<file path="config.mk">
export PLATFORM = sky130hd
export DESIGN_NAME = regfile_write_sched
export DESIGN_NICKNAME = d
export VERILOG_FILES = /design/src/rtl/regfile_write_sched.sv
export SDC_FILE = /design/constraint.sdc
export NUM_CORES = 1
export LEC_CHECK = 0
export CAP_MARGIN = 15
export CORE_AREA = 2 2 90 92
export CTS_BUF_LIST = sky130_fd_sc_hd__clkbuf_4 sky130_fd_sc_hd__clkbuf_8
export CTS_CLUSTER_SIZE = 12
export DETAILED_ROUTE_END_ITERATION = 8
export DIE_AREA = 0 0 92 94
export HOLD_SLACK_MARGIN = 0.12
export PLACE_DENSITY = 0.84
export SLEW_MARGIN = 0
export SYNTH_ARGS = -nofsm -noshare
export SYNTH_HDL_FRONTEND = slang
export SYNTH_SLANG_ARGS = --single-unit
</file>
<file path="constraint.sdc">
create_clock -name CLOCK_50 -period 7.27 [get_ports CLOCK_50]
set_clock_uncertainty 0.05 [all_clocks]
set_input_delay 0.727 -clock CLOCK_50 [delete_from_list [all_inputs] [get_ports CLOCK_50]]
set_output_delay 0.727 -clock CLOCK_50 [all_outputs]
set_load 0.02 [all_outputs]
</file>
<file path="src/rtl/regfile_write_sched.sv">
// Register-file write-port scheduler: init sweep after reset or clear, then
// round-robin arbitration of ALU, load and link write-backs onto one port.
module regfile_write_sched #(
    parameter int                DATA_W      = 32,
    parameter logic [DATA_W-1:0] INIT_VALUE  = '0,
    parameter int                R0_WRITABLE = 0,
    parameter int                CNT_W       = 8
) (
    input  logic              CLOCK_50,
    input  logic              resetIn,
    input  logic [2:0]        req_valid,
    input  logic [4:0]        req_addr0,
    input  logic [4:0]        req_addr1,
    input  logic [4:0]        req_addr2,
    input  logic [DATA_W-1:0] req_data0,
    input  logic [DATA_W-1:0] req_data1,
    input  logic [DATA_W-1:0] req_data2,
    output logic [2:0]        req_ready,
    input  logic              clear_req,
    output logic              wr_en,
    output logic [4:0]        wr_addr,
    output logic [DATA_W-1:0] wr_data,
    output logic              init_done,
    output logic [CNT_W-1:0]  conflict_cnt
);

    localparam logic ST_INIT = 1'b0;
    localparam logic ST_RUN  = 1'b1;

    logic              state;
    logic [4:0]        cnt;
    logic [1:0]        last;
    logic [1:0]        gidx;
    logic [1:0]        cand;
    logic              found;
    logic              multi;
    logic              sel_wr_en;
    logic [4:0]        sel_addr;
    logic [DATA_W-1:0] sel_data;

    // Scan requesters in rotation starting just after the last grant.
    always_comb begin
        req_ready = '0;
        gidx      = '0;
        cand      = '0;
        found     = 1'b0;
        if (state == ST_RUN && !clear_req) begin
            for (int unsigned k = 1; k <= 3; k++) begin
                cand = 2'((32'(last) + k) % 3);
                if (!found && req_valid[cand]) begin
                    found           = 1'b1;
                    gidx            = cand;
                    req_ready[cand] = 1'b1;
                end
            end
        end
    end

    always_comb begin
        case (gidx)
            2'd1:    begin sel_addr = req_addr1; sel_data = req_data1; end
            2'd2:    begin sel_addr = req_addr2; sel_data = req_data2; end
            default: begin sel_addr = req_addr0; sel_data = req_data0; end
        endcase
        sel_wr_en = (sel_addr != 5'd0) || (R0_WRITABLE != 0);
        multi     = (req_valid[0] & req_valid[1]) | (req_valid[0] & req_valid[2])
                  | (req_valid[1] & req_valid[2]);
    end

    always_ff @(posedge CLOCK_50 or posedge resetIn) begin
        if (resetIn) begin
            state        <= ST_INIT;
            cnt          <= '0;
            last         <= 2'd2;
            wr_en        <= 1'b0;
            wr_addr      <= '0;
            wr_data      <= '0;
            init_done    <= 1'b0;
            conflict_cnt <= '0;
        end else if (state == ST_INIT) begin
            wr_en   <= 1'b1;
            wr_addr <= cnt;
            wr_data <= INIT_VALUE;
            if (cnt == 5'd31) begin
                state     <= ST_RUN;
                init_done <= 1'b1;
                cnt       <= '0;
            end else begin
                cnt <= cnt + 5'd1;
            end
        end else begin
            if (multi && conflict_cnt != '1)
                conflict_cnt <= conflict_cnt + CNT_W'(1);
            if (clear_req) begin
                state     <= ST_INIT;
                cnt       <= '0;
                init_done <= 1'b0;
                wr_en     <= 1'b0;
            end else if (found) begin
                wr_en   <= sel_wr_en;
                wr_addr <= sel_addr;
                wr_data <= sel_data;
                last    <= gidx;
            end else begin
                wr_en <= 1'b0;
            end
        end
    end

endmodule
</file>
### Yosys cells after proc, flatten, opt, wreduce, memory -nomap -nowiden

Index checks and enable logic that the tools add are counted.

| cells by class | value |
|---|---|
| $add $sub $neg | 5 |
| div/mod/pow operators | 3 |
| order comparisons | 6 |
| equal/unequal tests | 7 |
| mux-type cells | 48 |
| bitwise operators | 8 |
| reductions and logical operators | 16 |

Operators by type and width:

| kind | count |
|---|---|
| $mod A32 B2 Y32 const B | 3 |
| $mux W32 | 3 |
| $pmux W32 S2 | 1 |
| $mux W5 | 6 |
| $mux W1 | 21 |
| $mux W3 | 6 |
| $pmux W5 S2 | 1 |
| $lt A2 B3 Y1 const B | 3 |
| $add A8 B1 Y8 const B | 1 |
| $mux W2 | 4 |
| $ne A8 B8 Y1 const B | 1 |
| $logic_and A1 B1 Y1 | 7 |
| $add A2 B2 Y3 const B | 2 |
| $bmux W1 S2 | 3 |
| $demux W1 S2 | 3 |
| $ge A2 B1 Y1 const B | 3 |
| $or A3 B3 Y3 | 2 |
| $reduce_and A2 Y1 | 3 |
| $add A5 B1 Y5 const B | 1 |
| $eq A5 B5 Y1 const B | 1 |
| $reduce_bool A5 Y1 | 1 |
| $ne A2 B2 Y1 const B | 2 |
| $add A2 B1 Y3 const B | 1 |
| $and A1 B1 Y1 | 3 |
| 8 further kinds | 11 |

| word-level totals | value |
|---|---|
| flip-flop bits (word level) | 55 |
| input port bits | 117 |
| output and inout port bits | 50 |

### Logic depth before layout (Yosys ltp)

Gate-level depths: netlist (run 1).

| logic depth | value |
|---|---|
| depth after elaboration | 20 |
| mapped depth | 14 |
| depth with buffers taken out | 11 |

### Worst setup path after synthesis (run 1)

No wires, ideal clock.

| timing | value |
|---|---|
| path type | reg2reg |
| start point | reg last[1] |
| end point | reg wr_data[25] |
| library setup time | 0.121 ns |
| data arrival time | 2.927 ns |
| required time | 7.099 ns |
| setup slack | 4.172 ns |
| cell stages (with the launch flop) | 13 |
| buffers on the path | 5 |
| period minus slack after synthesis | 3.098 ns |
| path through | dfstp_2 -> inv_1 -> ha_1 -> buf_2 -> clkbuf_1 -> maj3_1 -> o2111ai_1 -> ha_1 -> clkbuf_1 -> clkbuf_1 -> clkbuf_1 -> o21ai_0 -> a22o_1 |

| on the way | value |
|---|---|
| word-level cells in the longest chain between the ends | 19 |
| elaborated cells between the ends (all ways) | 34 |

RTL lines:

| item | RTL line | source |
|---|---|---|
| start: declaration | 32 | `logic [1:0] last;` |
| start signal: assignment | 103 | `last <= gidx;` |
| $add A2 B1 Y3 | 49 | `cand = 2'((32'(last) + k) % 3);` |
| $mod A32 B2 Y32 | 49 |  |
| $bmux W1 S2 | 50 | `if (!found && req_valid[cand]) begin` |
| $mux W1 (not written as such) | 50 |  |
| $mux W1 | 50 |  |
| $mux W1 | 47 | `if (state == ST_RUN && !clear_req) begin` |
| $logic_not A1 Y1 | 50 |  |
| $logic_and A1 B1 Y1 | 50 |  |
| (+3 left out) | n/a |  |
| $logic_and A1 B1 Y1 | 50 |  |
| $mux W2 | 50 |  |
| $mux W2 | 47 |  |
| $eq A2 B2 Y1 / $eq A2 B1 Y1 (equally long branches) | 60 | `case (gidx)` |
| $pmux W32 S2 | 60 |  |
| $mux W32 | 99 | `end else if (found) begin` |
| $mux W32 | 94 | `if (clear_req) begin` |
| $mux W32 | 80 | `end else if (state == ST_INIT) begin` |
| end signal: assignment | 102 | `wr_data <= sel_data;` |
| end: declaration | 22 | `output logic [DATA_W-1:0] wr_data,` |

Parallel ways exist; a longest one is shown, timed or not. The select of a mux whose other input is x is not followed.
A chain may end at the register's enable or synchronous reset.

### Worst setup path in the final report (run 1)

| timing | value |
|---|---|
| start point | reg state |
| end point | reg wr_en |

| on the way | value |
|---|---|
| word-level cells in the longest chain between the ends | 8 |
| elaborated cells between the ends (all ways) | 10 |

RTL lines:

| item | RTL line | source |
|---|---|---|
| start: declaration | 30 | `logic state;` |
| start signal: assignment | 72 | `state <= ST_INIT;` |
| start signal: assignment | 85 | `state <= ST_RUN;` |
| start signal: assignment | 95 | `state <= ST_INIT;` |
| $logic_and A1 B1 Y1 | 47 |  |
| $mux W2 | 47 |  |
| $eq A2 B2 Y1 / $eq A2 B1 Y1 (equally long branches) | 60 |  |
| $pmux W5 S2 | 60 |  |
| $reduce_bool A5 Y1 | 65 | `sel_wr_en = (sel_addr != 5'd0) \|\| (R0_WRITABLE != 0);` |
| $mux W1 | 99 |  |
| $mux W1 | 94 |  |
| $mux W1 * | 80 |  |
| end signal: assignment | 100 | `wr_en <= sel_wr_en;` |
| end: declaration | 20 | `output logic wr_en,` |

Mark *: on every way between the ends. The rest lies on a longest branch, timed or not.

==> impl_metrics.json, run 1 <==
{
  "synth_common_cells": "o21ai_0 (63), dfrtp_1 (54), nand2_1 (40)",
  "initial_utilization_pct": 45.5,
  "power.density_mw_per_mm2": 224,
  "final_cell_area_sq_mm": 0.00521,
  "diodes": 0,
  "gp_congestion": 0.846,
  "h-tree-depth": 2,
  "die_h_um": 94,
  "drc": 0,
  "port_buffers": 166,
  "ff2ff_setup_slack_ns": 3.28,
  "finalMaxSlewViolations": 0,
  "design.die.area_sq_mm": 0.00865,
  "fmaxAchievable_mhz": 251,
  "tightest_slew_ns": 1.02,
  "tns_ns": 0,
  "wl_um": 10700,
  "maxCapViolations": 0,
  "synth_flop_cell": "dfrtp_1",
  "netlist_area_sq_mm": 0.00346,
  "worstSetupEndpoint": "wr_en$_DFF_PP0_",
  "min_period_ns": 3.99,
  "row_count": 32,
  "r2r-end": "wr_en$_DFF_PP0_",
  "clk_pin_slew_ns": 0.10,
  "ant_nets": 0,
  "via_per_inst": 5.71,
  "wl_per_cell_um": 16.7,
  "regToRegStartpoint": "state$_DFF_PP0_",
  "hp-class": "reg2reg",
  "syn_inst": 401,
  "synth.area.top_cells": "dfrtp_1 (39%), o21ai_0 (9.1%), a22oi_1 (7.8%)",
  "nets": 666,
  "fin_cells": 643,
  "async_flop_share_pct": 100,
  "track_usage_pct": 24.9,
  "power_leakage_nw": 2.10,
  "drt_iter0_markers": 183,
  "vias": 3672,
  "placed_area_sq_mm": 0.00512,
  "yosysMostFrequentCell": "o21ai_0",
  "io_pins": 167,
  "synth_fp_nets": 527,
  "grt_pass1_vias": 3557,
  "clock_latency_ns": 0.31,
  "cp-end-kind": "flip-flop",
  "syn2layout_area_growth_pct": 50.4,
  "yosysTopAreaCellShare_pct": 39.0,
  "run_status": "finished clean",
  "cts_buffer_depth": 2,
  "timing_worst_setup_path_type": "reg2reg",
  "fillers": 644,
  "rsz0062_at_grt": "no",
  "hold_viol_final": 0,
  "cts_sinks": 55,
  "cts_resized": 0,
  "yosysWarningCount": 0,
  "die_x_um": 92,
  "crit_path_start_kind": "flip-flop",
  "crit_fanout": 73,
  "peakVddDrop_v": 0.0000945,
  "ys_seq_elements": 55,
  "ff2ff_path_depth": 7,
  "synth_top_cell_by_area": "dfrtp_1",
  "grt_max_degree": 74,
  "avgSynthCellArea_sq_um": 8.63,
  "synth_cell_type_count": 52,
  "critPathArrivalTime_ns": 4.10,
  "synth_edf_count": 0,
  "coreArea_sq_mm": 0.00761,
  "place_ws_ns": 3.24,
  "placedCellCount": 635,
  "grt_pass1_wl_um": 17100,
  "seq_area_frac_synth_pct": 39.8,
  "drive_gt1_share_pct": 4.07,
  "min_period_over_period_pct": 54.9,
  "report.power.total_mw": 1.17,
  "max_slew_margin_pct": 31.7,
  "cts_setup_buffers": 0,
  "required_ns": 7.38,
  "tritoncts": "yes",
  "antenna_found_initial": 0,
  "crit_start": "state$_DFF_PP0_",
  "setup_slack_ns": 3.28,
  "ctsHoldBuffers": 0,
  "grt-ovfl-total": 0,
  "drt-pass1-iter-count": 5,
  "cts_buffers": 5,
  "cts-root-buf": "clkbuf_8",
  "setup_violations": 0,
  "dpl.hpwl_um": 7860
}
-- flip-flops by register name (all words and copies together), names as in the netlist --
register / count
cnt: 5
conflict_cnt: 8
init_done: 1
last: 2
state: 1
wr_addr: 5
wr_data: 32
wr_en: 1
-- critical path, cell delays in order (launching register included) --
cell	delay (ns)
dfrtp_1	0.65
inv_1	0.49
nor2_1	0.58
o2111ai_1	0.27
ha_2	1.08
o21ai_0	0.29
nor3_1	0.26
a41oi_1	0.14
-- final cells by class --
| class | count | area (sq um) | area share (%) |
|---|---|---|---|
| Multi-Input combinational cell | 292 | 1860 | 35.8 |
| Sequential cell | 55 | 1380 | 26.5 |
| Timing Repair Buffer | 169 | 1680 | 32.3 |
| Tap cell | 102 | 128 | 2.45 |
| Inverter | 17 | 63.8 | 1.23 |
| Clock buffer | 8 | 91.3 | 1.75 |
-- cells in the final DEF, fill, tap and decap left out, types with 2 or more instances in the layout --
| master | netlist | final |
|---|---|---|
| nand3_1 | 20 | 20 |
| a221o_1 | 2 | 2 |
| a31oi_1 | 4 | 4 |
| o2111ai_1 | 2 | 2 |
| nor3_1 | 3 | 3 |
| a22oi_1 | 36 | 36 |
| mux2_2 | 2 | 2 |
| nand4bb_1 | 3 | 3 |
| nor2_1 | 11 | 11 |
| o21bai_1 | 2 | 2 |
| maj3_1 | 2 | 2 |
| nor4_1 | 2 | 2 |
| a21oi_1 | 29 | 28 |
| inv_1 | 17 | 16 |
| o21ai_0 | 63 | 63 |
| buf_4 | 1 | 3 |
| a21o_1 | 2 | 2 |
| xnor2_1 | 5 | 5 |
| nor2b_1 | 2 | 2 |
| clkdlybuf4s50_1 | 0 | 166 |
| dfrtp_1 | 54 | 54 |
| a22o_1 | 20 | 20 |
| o21ai_1 | 3 | 3 |
| xor2_1 | 4 | 4 |
| o211ai_1 | 3 | 3 |
| o31a_1 | 2 | 2 |
| ha_1 | 9 | 8 |
| a41oi_1 | 2 | 2 |
| nand2_1 | 40 | 40 |
| nand2b_1 | 2 | 2 |
| clkbuf_8 | 0 | 5 |
| clkbuf_4 | 0 | 3 |
-- stage by stage --
step / hold WS, ns / utilization [%]
2_1_floorplan: 0.460 / -
3_3_place_gp: 0.428 / 67.3
3_5_place_dp: 0.440 / 67.3
4_1_cts: 0.456 / 68.5
5_1_grt: 0.478 / 68.5
6_report: 0.457 / 68.5
-- routing by layer --
layer  wire [um]  GRT usage, %
met2        5460          43.0
met5           0             0
met1        4330          31.7
met3         738          5.62
met4         193          6.59
-- how the worst min path moves through the flow --
stage	start	endpoint	slack, ns	cells after the start
finish	conflict_cnt[6]$_DFFE_PP0P_	conflict_cnt[6]$_DFFE_PP0P_	0.46	1
global route	wr_data[8]$_DFFE_PP0P_	wr_data[8]$_DFFE_PP0P_	0.48	1
CTS	conflict_cnt[6]$_DFFE_PP0P_	conflict_cnt[6]$_DFFE_PP0P_	0.46	1
detailed placement	conflict_cnt[6]$_DFFE_PP0P_	conflict_cnt[6]$_DFFE_PP0P_	0.44	1
global placement	conflict_cnt[6]$_DFFE_PP0P_	conflict_cnt[6]$_DFFE_PP0P_	0.43	1
floorplan	last[1]$_DFFE_PP1P_	last[1]$_DFFE_PP1P_	0.46	2
-- logic make-up after synthesis --
logic type                 Yosys count  synth area share [%]
xor gates and xnor gates             9                  2.28
and+or+nand+nor                     90                  12.8
muxes                                3                 0.940
adders and majority gates           11                  3.83
DFF                                 55                  39.8
buffers and inverters               54                  6.58
AOI/OAI and AO/OA                  179                  33.8
-- report_power, final --
part	leakage [nW]	internal (mW)	switching, mW	total [mW]
registers	0.715	0.364	0.0546	0.419
logic	1.34	0.259	0.313	0.573
clock network	0.0498	0.0800	0.0945	0.174
Power figures use the tool's default switching activity.
==> run 2: changes to the inputs <==
Settings changed: CORE_AREA 2 2 90 92 to 2 2 99 101, DIE_AREA 0 0 92 94 to 0 0 101 103, PLACE_DENSITY 0.84 to 0.73.
Clock period 7.27 ns to 3.6 ns, I/O delays scaled along.
==> run 2 against run 1 <==
Die area is 20% higher; register-to-register slack worse by 2.9 ns; utilization is 13 points lower; critical endpoint is now wr_addr[3]$_DFFE_PP0P_; largest power group unchanged.
==> impl_metrics.json, run 2 (synthesis results as in run 1) <==
{
  "run_status": "finished clean",
  "placedCellCount": 655,
  "tns_ns": 0,
  "grt_pass1_wl_um": 17500,
  "row_count": 36,
  "vias": 3714,
  "timing_worst_setup_path_type": "reg2reg",
  "grt-ovfl-total": 0,
  "whs_path_depth": 1,
  "clock_latency_ns": 0.31,
  "drive_gt1_share_pct": 5.46,
  "power_leakage_nw": 2.15,
  "cts_setup_buffers": 0,
  "min_period_over_period_pct": 89.9,
  "top_register": "wr_data",
  "cts_buffers": 5,
  "fillers": 876,
  "crit_path_start_kind": "flip-flop",
  "ctsHoldBuffers": 0,
  "fmaxAchievable_mhz": 309,
  "initial_utilization_pct": 36.6,
  "drc": 0,
  "cts_resized": 0,
  "reg_top3": "wr_data: 32 flops, conflict_cnt: 8 flops",
  "antenna_found_initial": 0,
  "tritoncts": "yes",
  "rsz0062_at_grt": "no",
  "place_ws_ns": 0.404,
  "critPathArrivalTime_ns": 3.43,
  "ff2ff_path_depth": 9,
  "diodes": 0,
  "setup_violations": 0,
  "maxCapViolations": 0,
  "port_buffers": 166,
  "grt_pass1_vias": 3567,
  "cts_sinks": 55,
  "gp_congestion": 0.917,
  "cts-root-buf": "clkbuf_8",
  "crit_fanout": 27,
  "required_ns": 3.79,
  "die_x_um": 101,
  "peakVddDrop_v": 0.000155,
  "final_common_cell": "clkdlybuf4s50_1",
  "setup_slack_ns": 0.362,
  "hp-class": "reg2reg",
  "cp-end-kind": "flip-flop",
  "fin_cells": 663,
  "drt-pass1-iter-count": 4,
  "power.density_mw_per_mm2": 446,
  "finalMaxSlewViolations": 0,
  "syn2layout_area_growth_pct": 52.9,
  "h-tree-depth": 2,
  "cts_buffer_depth": 2,
  "placed_area_sq_mm": 0.00520,
  "via_per_inst": 5.60,
  "wl_per_cell_um": 16.7,
  "coreArea_sq_mm": 0.00946,
  "io_pins": 167,
  "die_h_um": 103,
  "hold_viol_final": 0,
  "wl_um": 11100,
  "min_period_ns": 3.24,
  "largest_reg_flops": 32,
  "ff2ff_setup_slack_ns": 0.36,
  "tightest_slew_ns": 0.791,
  "grt_max_degree": 61,
  "dpl.hpwl_um": 8360,
  "clk_pin_slew_ns": 0.10,
  "max_slew_margin_pct": 47.0,
  "ant_nets": 0,
  "final_cell_mix": "clkdlybuf4s50_1 (166), o21ai_0 (63), dfrtp_1 (54), nand2_1 (40), a22oi_1 (36)",
  "track_usage_pct": 21.4,
  "final_cell_area_sq_mm": 0.00529,
  "drt_iter0_markers": 169,
  "holdWs_ns": 0.444,
  "nets": 674,
  "design.die.area_sq_mm": 0.0104
}
run 2: cell count changes in the layout (fill, tap and decap cells not counted), sizes merged:
cell / change
buf: +8
clkbuf: -1
clkinv: +1
run 2: cell type report:
type                            count  area (sq um)  area share [%]
Multi-Input combinational cell    292          1860            35.2
Timing Repair Buffer              177          1760            33.2
Sequential cell                    55          1380            26.0
Tap cell                          114           143            2.70
Clock buffer                        7          83.8            1.58
Inverter                           17          63.8            1.21
Clock inverter                      1          5.00          0.0946
run 2: path summary, 6_finish.rpt:
| path | start | end |
|---|---|---|
| max in group asynchronous | resetIn | wr_data[14]$_DFFE_PP0P_ |
| min reg2reg | conflict_cnt[6]$_DFFE_PP0P_ | conflict_cnt[6]$_DFFE_PP0P_ |
| max | last[1]$_DFFE_PP1P_ | wr_addr[3]$_DFFE_PP0P_ |
| min | conflict_cnt[6]$_DFFE_PP0P_ | conflict_cnt[6]$_DFFE_PP0P_ |
| min in group asynchronous | resetIn | wr_addr[0]$_DFFE_PP0P_ |
| max reg2reg | last[1]$_DFFE_PP1P_ | wr_addr[3]$_DFFE_PP0P_ |
run 2: routing by layer:
layer | vias to the layer above | track usage (%) | wire (um)
li1 | 1774 | - | -
met1 | 1752 | 26.9 | 4570
met2 | 167 | 36.9 | 5420
met3 | 21 | 4.61 | 833
met4 | 0 | 6.86 | 235
met5 | - | 0 | 0
run 2: critical path, stage by stage, from the launching register on:
cell and delay (ns):
dfstp_2 0.55, inv_1 0.07, ha_1 0.38, maj3_1 0.43, o2111ai_1 0.31, ha_2 0.61
a221o_1 0.25, o21ai_0 0.12, o31a_1 0.26, a21oi_1 0.16
run 2: report_power, final:
part | internal [mW] | switching, mW | leakage [nW]
Clock | 0.152 | 0.194 | 0.0491
Combinational | 0.539 | 0.648 | 1.38
Sequential | 0.736 | 0.0894 | 0.715
run 2: stage by stage:
| step | total power [mW] | util [%] |
|---|---|---|
| detailed placement | 2.02 | 55.0 |
| finish | 2.36 | 56.0 |
| CTS | 2.37 | 56.0 |
| global placement | 2.00 | 55.0 |
| floorplan | 1.57 | - |
| global route | 2.53 | 56.0 |
==> run 3: changes to the inputs <==
Settings changed: CAP_MARGIN 15 to 30.
==> results of run 3 <==
The final DEF is identical to that of run 2; final timing and power are the same.
